$ cat src/rtl/light_step_if.sv
// Step-scheduler port bundle: raw buttons and auto controls in,
// one-hot step pulse and status flags out.
interface light_step_if;
  logic       btn_up;
  logic       btn_down;
  logic       auto_en;
  logic       auto_dir;
  logic [1:0] button;
  logic       busy;
  logic       overrun;

  modport master (
    output btn_up,
    output btn_down,
    output auto_en,
    output auto_dir,
    input  button,
    input  busy,
    input  overrun
  );

  modport slave (
    input  btn_up,
    input  btn_down,
    input  auto_en,
    input  auto_dir,
    output button,
    output busy,
    output overrun
  );
endinterface

$ cat src/rtl/light_step_scheduler.sv
// Debounced up/down buttons and an auto-step timer arbitrated
// into spaced one-cycle step pulses for the light FSM.
module light_step_scheduler #(
  parameter int DEBOUNCE_CYCLES = 16,
  parameter int TICK_CYCLES     = 50,
  parameter int GAP_CYCLES      = 4
) (
  input  logic        i_clk,
  input  logic        i_reset,
  light_step_if.slave bus
);

  localparam int DW =
    (DEBOUNCE_CYCLES > 1) ? $clog2(DEBOUNCE_CYCLES) : 1;
  localparam int TW = $clog2(TICK_CYCLES);
  localparam int GW =
    (GAP_CYCLES > 1) ? $clog2(GAP_CYCLES) : 1;

  localparam logic [DW-1:0] DB_LAST =
    DW'(DEBOUNCE_CYCLES - 1);
  localparam logic [TW-1:0] TICK_LAST =
    TW'(TICK_CYCLES - 1);
  localparam logic [GW-1:0] GAP_LAST =
    GW'(GAP_CYCLES - 1);

  typedef enum logic [1:0] {
    IDLE  = 2'd0,
    ISSUE = 2'd1,
    HOLD  = 2'd2
  } state_t;

  state_t state_q;
  state_t state_d;

  logic [1:0]    raw;
  logic [1:0]    sync1_q;
  logic [1:0]    sync2_q;
  logic [1:0]    deb_q;
  logic [DW-1:0] db_cnt_q [2];
  logic [1:0]    accept;
  logic [1:0]    rise;

  logic [TW-1:0] tick_q;
  logic          tick_wrap;

  logic pend_up_q;
  logic pend_dn_q;
  logic pend_auto_q;
  logic pend_up_d;
  logic pend_dn_d;
  logic pend_auto_d;
  logic any_pend;
  logic grant;
  logic clr_up;
  logic clr_dn;
  logic clr_auto;
  logic ovr_d;

  logic [1:0]    grant_btn;
  logic [GW-1:0] gap_q;
  logic [1:0]    button_q;
  logic          overrun_q;

  assign raw = {bus.btn_down, bus.btn_up};

  always_ff @(posedge i_clk or posedge i_reset) begin
    if (i_reset) begin
      sync1_q <= '0;
      sync2_q <= '0;
    end else begin
      sync1_q <= raw;
      sync2_q <= sync1_q;
    end
  end

  // accept fires on the edge the mismatch has lasted DEBOUNCE_CYCLES
  always_comb begin
    accept = '0;
    rise   = '0;
    for (int i = 0; i < 2; i++) begin
      accept[i] = (sync2_q[i] != deb_q[i]) &&
                  (db_cnt_q[i] == DB_LAST);
      rise[i]   = accept[i] && sync2_q[i];
    end
  end

  always_ff @(posedge i_clk or posedge i_reset) begin
    if (i_reset) begin
      deb_q <= '0;
      for (int i = 0; i < 2; i++) begin
        db_cnt_q[i] <= '0;
      end
    end else begin
      for (int i = 0; i < 2; i++) begin
        if ((sync2_q[i] == deb_q[i]) || accept[i]) begin
          db_cnt_q[i] <= '0;
        end else begin
          db_cnt_q[i] <= db_cnt_q[i] + DW'(1);
        end
        if (accept[i]) begin
          deb_q[i] <= sync2_q[i];
        end
      end
    end
  end

  assign tick_wrap = bus.auto_en && (tick_q == TICK_LAST);

  always_ff @(posedge i_clk or posedge i_reset) begin
    if (i_reset) begin
      tick_q <= '0;
    end else if (!bus.auto_en || tick_wrap) begin
      tick_q <= '0;
    end else begin
      tick_q <= tick_q + TW'(1);
    end
  end

  always_ff @(posedge i_clk or posedge i_reset) begin
    if (i_reset) begin
      state_q <= IDLE;
    end else begin
      state_q <= state_d;
    end
  end

  // a set on the grant edge of the same source survives the clear
  always_comb begin
    state_d   = state_q;
    grant     = 1'b0;
    grant_btn = 2'b00;
    clr_up    = 1'b0;
    clr_dn    = 1'b0;
    clr_auto  = 1'b0;
    any_pend  = pend_up_q | pend_dn_q | pend_auto_q;

    unique case (state_q)
      IDLE: begin
        if (any_pend) begin
          grant   = 1'b1;
          state_d = ISSUE;
        end
      end
      ISSUE: state_d = HOLD;
      HOLD: begin
        if (gap_q == '0) begin
          state_d = IDLE;
        end
      end
      default: state_d = IDLE;
    endcase

    if (grant) begin
      priority case (1'b1)
        pend_up_q: begin
          clr_up    = 1'b1;
          grant_btn = 2'b01;
        end
        pend_dn_q: begin
          clr_dn    = 1'b1;
          grant_btn = 2'b10;
        end
        default: begin
          clr_auto  = 1'b1;
          grant_btn = bus.auto_dir ? 2'b10 : 2'b01;
        end
      endcase
    end

    pend_up_d   = (pend_up_q & ~clr_up) | rise[0];
    pend_dn_d   = (pend_dn_q & ~clr_dn) | rise[1];
    pend_auto_d = bus.auto_en &
                  ((pend_auto_q & ~clr_auto) | tick_wrap);

    ovr_d = (rise[0] & pend_up_q & ~clr_up) |
            (rise[1] & pend_dn_q & ~clr_dn) |
            (tick_wrap & pend_auto_q & ~clr_auto);
  end

  always_ff @(posedge i_clk or posedge i_reset) begin
    if (i_reset) begin
      pend_up_q   <= 1'b0;
      pend_dn_q   <= 1'b0;
      pend_auto_q <= 1'b0;
      button_q    <= 2'b00;
      overrun_q   <= 1'b0;
      gap_q       <= '0;
    end else begin
      pend_up_q   <= pend_up_d;
      pend_dn_q   <= pend_dn_d;
      pend_auto_q <= pend_auto_d;
      button_q    <= grant_btn;
      overrun_q   <= ovr_d;
      if (state_q == ISSUE) begin
        gap_q <= GAP_LAST;
      end else if ((state_q == HOLD) && (gap_q != '0)) begin
        gap_q <= gap_q - GW'(1);
      end
    end
  end

  assign bus.button  = button_q;
  assign bus.busy    = (state_q != IDLE);
  assign bus.overrun = overrun_q;

endmodule

$ cat src/flat_wrapper.sv
// flat-port wrapper written by rule: the top's interface ports become plain ports
module light_step_scheduler_flat 
#(
  parameter int DEBOUNCE_CYCLES = 16,
  parameter int TICK_CYCLES     = 50,
  parameter int GAP_CYCLES      = 4
)
  (i_clk, i_reset, bus_btn_up, bus_btn_down, bus_auto_en, bus_auto_dir, bus_button, bus_busy, bus_overrun);
  light_step_if bus_i ();
  input  logic i_clk;
  input  logic i_reset;
  input wire logic [$bits(bus_i.btn_up)-1:0] bus_btn_up;
  input wire logic [$bits(bus_i.btn_down)-1:0] bus_btn_down;
  input wire logic [$bits(bus_i.auto_en)-1:0] bus_auto_en;
  input wire logic [$bits(bus_i.auto_dir)-1:0] bus_auto_dir;
  output wire logic [$bits(bus_i.button)-1:0] bus_button;
  output wire logic [$bits(bus_i.busy)-1:0] bus_busy;
  output wire logic [$bits(bus_i.overrun)-1:0] bus_overrun;
  assign bus_i.btn_up = bus_btn_up;
  assign bus_i.btn_down = bus_btn_down;
  assign bus_i.auto_en = bus_auto_en;
  assign bus_i.auto_dir = bus_auto_dir;
  assign bus_button = bus_i.button;
  assign bus_busy = bus_i.busy;
  assign bus_overrun = bus_i.overrun;
  light_step_scheduler #(.DEBOUNCE_CYCLES(DEBOUNCE_CYCLES), .TICK_CYCLES(TICK_CYCLES), .GAP_CYCLES(GAP_CYCLES)) u_core (.i_clk(i_clk), .i_reset(i_reset), .bus(bus_i));
endmodule
$ cat config.mk
export PLATFORM = sky130hd
export DESIGN_NAME = light_step_scheduler_flat
export DESIGN_NICKNAME = d
export VERILOG_FILES = /design/src/rtl/light_step_if.sv /design/src/rtl/light_step_scheduler.sv /design/src/flat_wrapper.sv
export SDC_FILE = /design/constraint.sdc
export NUM_CORES = 1
export LEC_CHECK = 0
export ABC_CLOCK_PERIOD_IN_PS = 3890
export CAP_MARGIN = 10
export CORE_ASPECT_RATIO = 0.7
export CORE_MARGIN = 3
export CORE_UTILIZATION = 50
export DETAILED_ROUTE_END_ITERATION = 8
export GPL_TIMING_DRIVEN = 0
export PLACE_DENSITY_LB_ADDON = 0.05
export SETUP_SLACK_MARGIN = 0.05
export SLEW_MARGIN = 20
export SYNTH_ARGS = -nofsm -noshare
export SYNTH_HDL_FRONTEND = slang
export SYNTH_SLANG_ARGS = --single-unit
$ cat constraint.sdc
create_clock -name i_clk -period 3.89 [get_ports i_clk]
set_input_delay 0.5835 -clock i_clk [delete_from_list [all_inputs] [get_ports i_clk]]
set_output_delay 0.5835 -clock i_clk [all_outputs]
set_load 0.01 [all_outputs]
==> flow_summary.toml <==
[synth]
synth_commonest_cells = "dfrtp_1 (30), nor2_1 (17), inv_1 (8)"
syn_inst = 111
ys_ff_latch = 30
yosys_warnings = 0
synth.top_cell.area_share = 0.585
syn_area_um2 = 1280
ys_seq_area_frac = 0.585
synth-edff-count = 0
synth_ff_type = "dfrtp_1"
yosysTopAreaCell = "dfrtp_1"
yosysMostFrequentCell = "dfrtp_1"
async_flop_share = 1.00
yosysUniqueCellTypes = 30
syn-num-nets = 122
synth_area_per_cell_um2 = 11.6
yosys-top-cells-area = "dfrtp_1 (58%), nor2_1 (5.0%), ha_1 (4.9%)"

[global_route]
grtUsageTotal = 0.142
overflow = 0
grt_pass1_vias = 780
grt_pass1_wl_um = 3420
grt_max_degree = 31
antenna_found_initial = 0

[timing]
hold_viol = 0
timing.fmax_mhz = 453
fin_setup_tns_ns = 0
final.period_utilization = 0.567
rsz0062_at_grt = "false"
finalMaxSlewViolations = 0
worst_slew_pin_slew_ns = 0.605
min_period_ns = 2.21
setup_violations = 0
worst_clock_skew_ns = 0.00545
fin_ws_ns = 1.68
hold_slack_ns = 0.346
slew-limit-headroom = 0.596

[finish]
design_area_um2 = 1510
syn_to_final_growth_pct = 17.3
fillers = 179
antenna_cells = 0
layout.cells.non_filler = 160
finalNetCount = 138
drive_above_1_share = 0.109

[placement]
io_buffers = 9
dp_hpwl_um = 1400
place_area_um2 = 1410
pre_cts_slack_ns = 1.96
dp_cells = 152
place_congestion = 0.749

[routing]
routedWlPerCell_um = 12.0
vias_per_cell = 5.08
vias = 812
ant_nets = 0
dr.pass1.iters = 4
dr.first_iter.drc_count = 52
routed_wl_um = 1920
drc_errors = 0

[worst_setup_path]
crit_fanout = 10
timing.rr.start = "u_core.db_cnt_q[4]"
critical-path-slowest-cell = "clkdlybuf4s50_1"
startpoint = "u_core.state_q[0]"
cpMostUsedCell = "buf_6"
cp.required_ns = 3.31
cpPeakStageDelay_ns = 0.47
crit_path_end_kind = "primary output"
worst_setup_path_start_kind = "flop"
crit_path_cell_trace = "buf_6 -> or2_1 -> buf_6 -> clkdlybuf4s50_1"
path_class = "reg2out"
reg2reg_slack_ns = 2.45
cp.arrival_ns = 1.62

[cts]
cts_buffers = 5
cts_buffer_depth = 2
ctsResizeCount = 0
post_cts_buffers = 0
htree_num_levels = 2
cts_num_sinks = 30
insertion_delay_ns = 0.27
cts_root_buffer = "clkbuf_8"
cts_hold_buf = 0
tritoncts = "yes"
clk_pin_slew_worst_paths_ns = 0.06

[outcome]
status = "finished clean"

[power]
worst_ir_drop_vdd_v = 0.000279
intPower_mw = 0.515
p_leak_nw = 0.729
p_switching_mw = 0.158
seq_power_share = 0.514
pwr-share-comb = 0.119
clkPwrFrac = 0.367
p_sw_frac = 0.235
power_per_cell_area_nw_per_um2 = 447

[floorplan]
dieArea_um2 = 3220
std_cell_rows = 14
start_util = 0.559
ioPinCount = 10
die_x_um = 66.6
core_um2 = 2290
die_h_um = 48.4

[worst_hold_path]
holdCritStartpoint = "u_core.sync1_q[1]"
min_path_type = "reg2reg"

[run]
drv_cap = 0
==> power groups by stage <==
stage	Clock (mW)	Sequential [mW]	Combinational, mW
5_1_grt	0.273	0.349	0.0935
3_5_place_dp	0	0.351	0.0798
2_1_floorplan	0	0.348	0.0618
6_report	0.247	0.346	0.0803
4_1_cts	0.257	0.345	0.0817
3_3_place_gp	0	0.350	0.0734
==> kinds of logic after synthesis <==
| kind of cell | count (synthesis) | share of synthesized area |
|---|---|---|
| and+or+nand+nor | 40 | 0.166 |
| adders and majority gates | 5 | 0.0487 |
| AOI/OAI and AO/OA | 14 | 0.0721 |
| xor gates and xnor gates | 9 | 0.0614 |
| buffers and inverters | 10 | 0.0409 |
| muxes | 3 | 0.0263 |
| DFF | 30 | 0.585 |
==> stage by stage <==
step | power [mW] | utilization
after floorplan | 0.410 | -
after global routing | 0.715 | 0.656
after global placement | 0.423 | 0.616
after CTS | 0.685 | 0.656
final | 0.673 | 0.656
after detailed placement | 0.431 | 0.616
==> layout make-up <==
cell class	instances	area (um^2)	share of cell area
Buffer	2	22.5	0.0150
Clock buffer	7	86.3	0.0574
Clock inverter	1	5.00	0.00333
Inverter	8	30.0	0.0200
Multi-Input combinational cell	71	480	0.319
Sequential cell	30	751	0.499
Tap cell	32	40.0	0.0266
Timing Repair Buffer	9	90.1	0.0599
==> state kept, by name (all words and copies together), names as in the netlist, 2 cells and up <==
signal / cells
u_core.sync1_q: 2
u_core.deb_q: 2
u_core.state_q: 2
u_core.bus.button: 2
u_core.gap_q: 2
u_core.sync2_q: 2
u_core.tick_q: 6
u_core.db_cnt_q: 8
==> critical path: cells and delay by family, from the launching register on <==
family                 cells  cell delay (ns)
buffers and inverters      3             0.74
and+or+nand+nor            1             0.24
DFF                        1             0.37
==> worst paths after layout <==
kind	endpoint	depth (start not counted)
worst max-delay path	bus_busy	4
worst min-delay path	u_core.sync2_q[1]	0
worst max register to register	u_core.bus.overrun	4
worst min register to register	u_core.sync2_q[1]	0
max in group asynchronous	u_core.tick_q[0]	2
min in group asynchronous	u_core.db_cnt_q[6]	2
==> placed cells by master, fill, tap and decap left out <==
cell	netlist	final
nor3b_1	1	1
nand3_1	5	5
nand2_1	2	2
o32ai_1	1	1
o21ai_1	1	1
a22o_1	1	1
clkbuf_1	0	1
nor4_4	1	1
and3_1	1	1
clkbuf_8	0	6
nor4_1	1	1
clkinv_2	0	1
and3b_1	1	1
xnor2_1	5	5
o32a_1	1	1
xor2_1	4	4
a311o_1	1	1
nand4b_1	1	1
inv_1	8	7
nand2b_1	2	2
o31ai_1	1	1
dfrtp_1	30	30
o21ai_0	2	2
nor2b_1	1	1
nor3_1	4	4
a21o_1	1	1
mux2_2	3	3
or3_1	1	1
a21oi_1	5	5
clkdlybuf4s50_1	0	9
or2_1	2	2
inv_2	0	1
nor2_1	17	17
ha_1	5	5
buf_6	2	2
==> routing by layer <==
| metal | GRT usage | routed length [um] | up-vias |
|---|---|---|---|
| met5 | 0 | 0 | - |
| li1 | - | - | 406 |
| met2 | 0.202 | 832 | 13 |
| met4 | 0.0507 | 19 | 0 |
| met1 | 0.191 | 972 | 389 |
| met3 | 0.0648 | 95 | 4 |
Power figures use the tool's default switching activity.
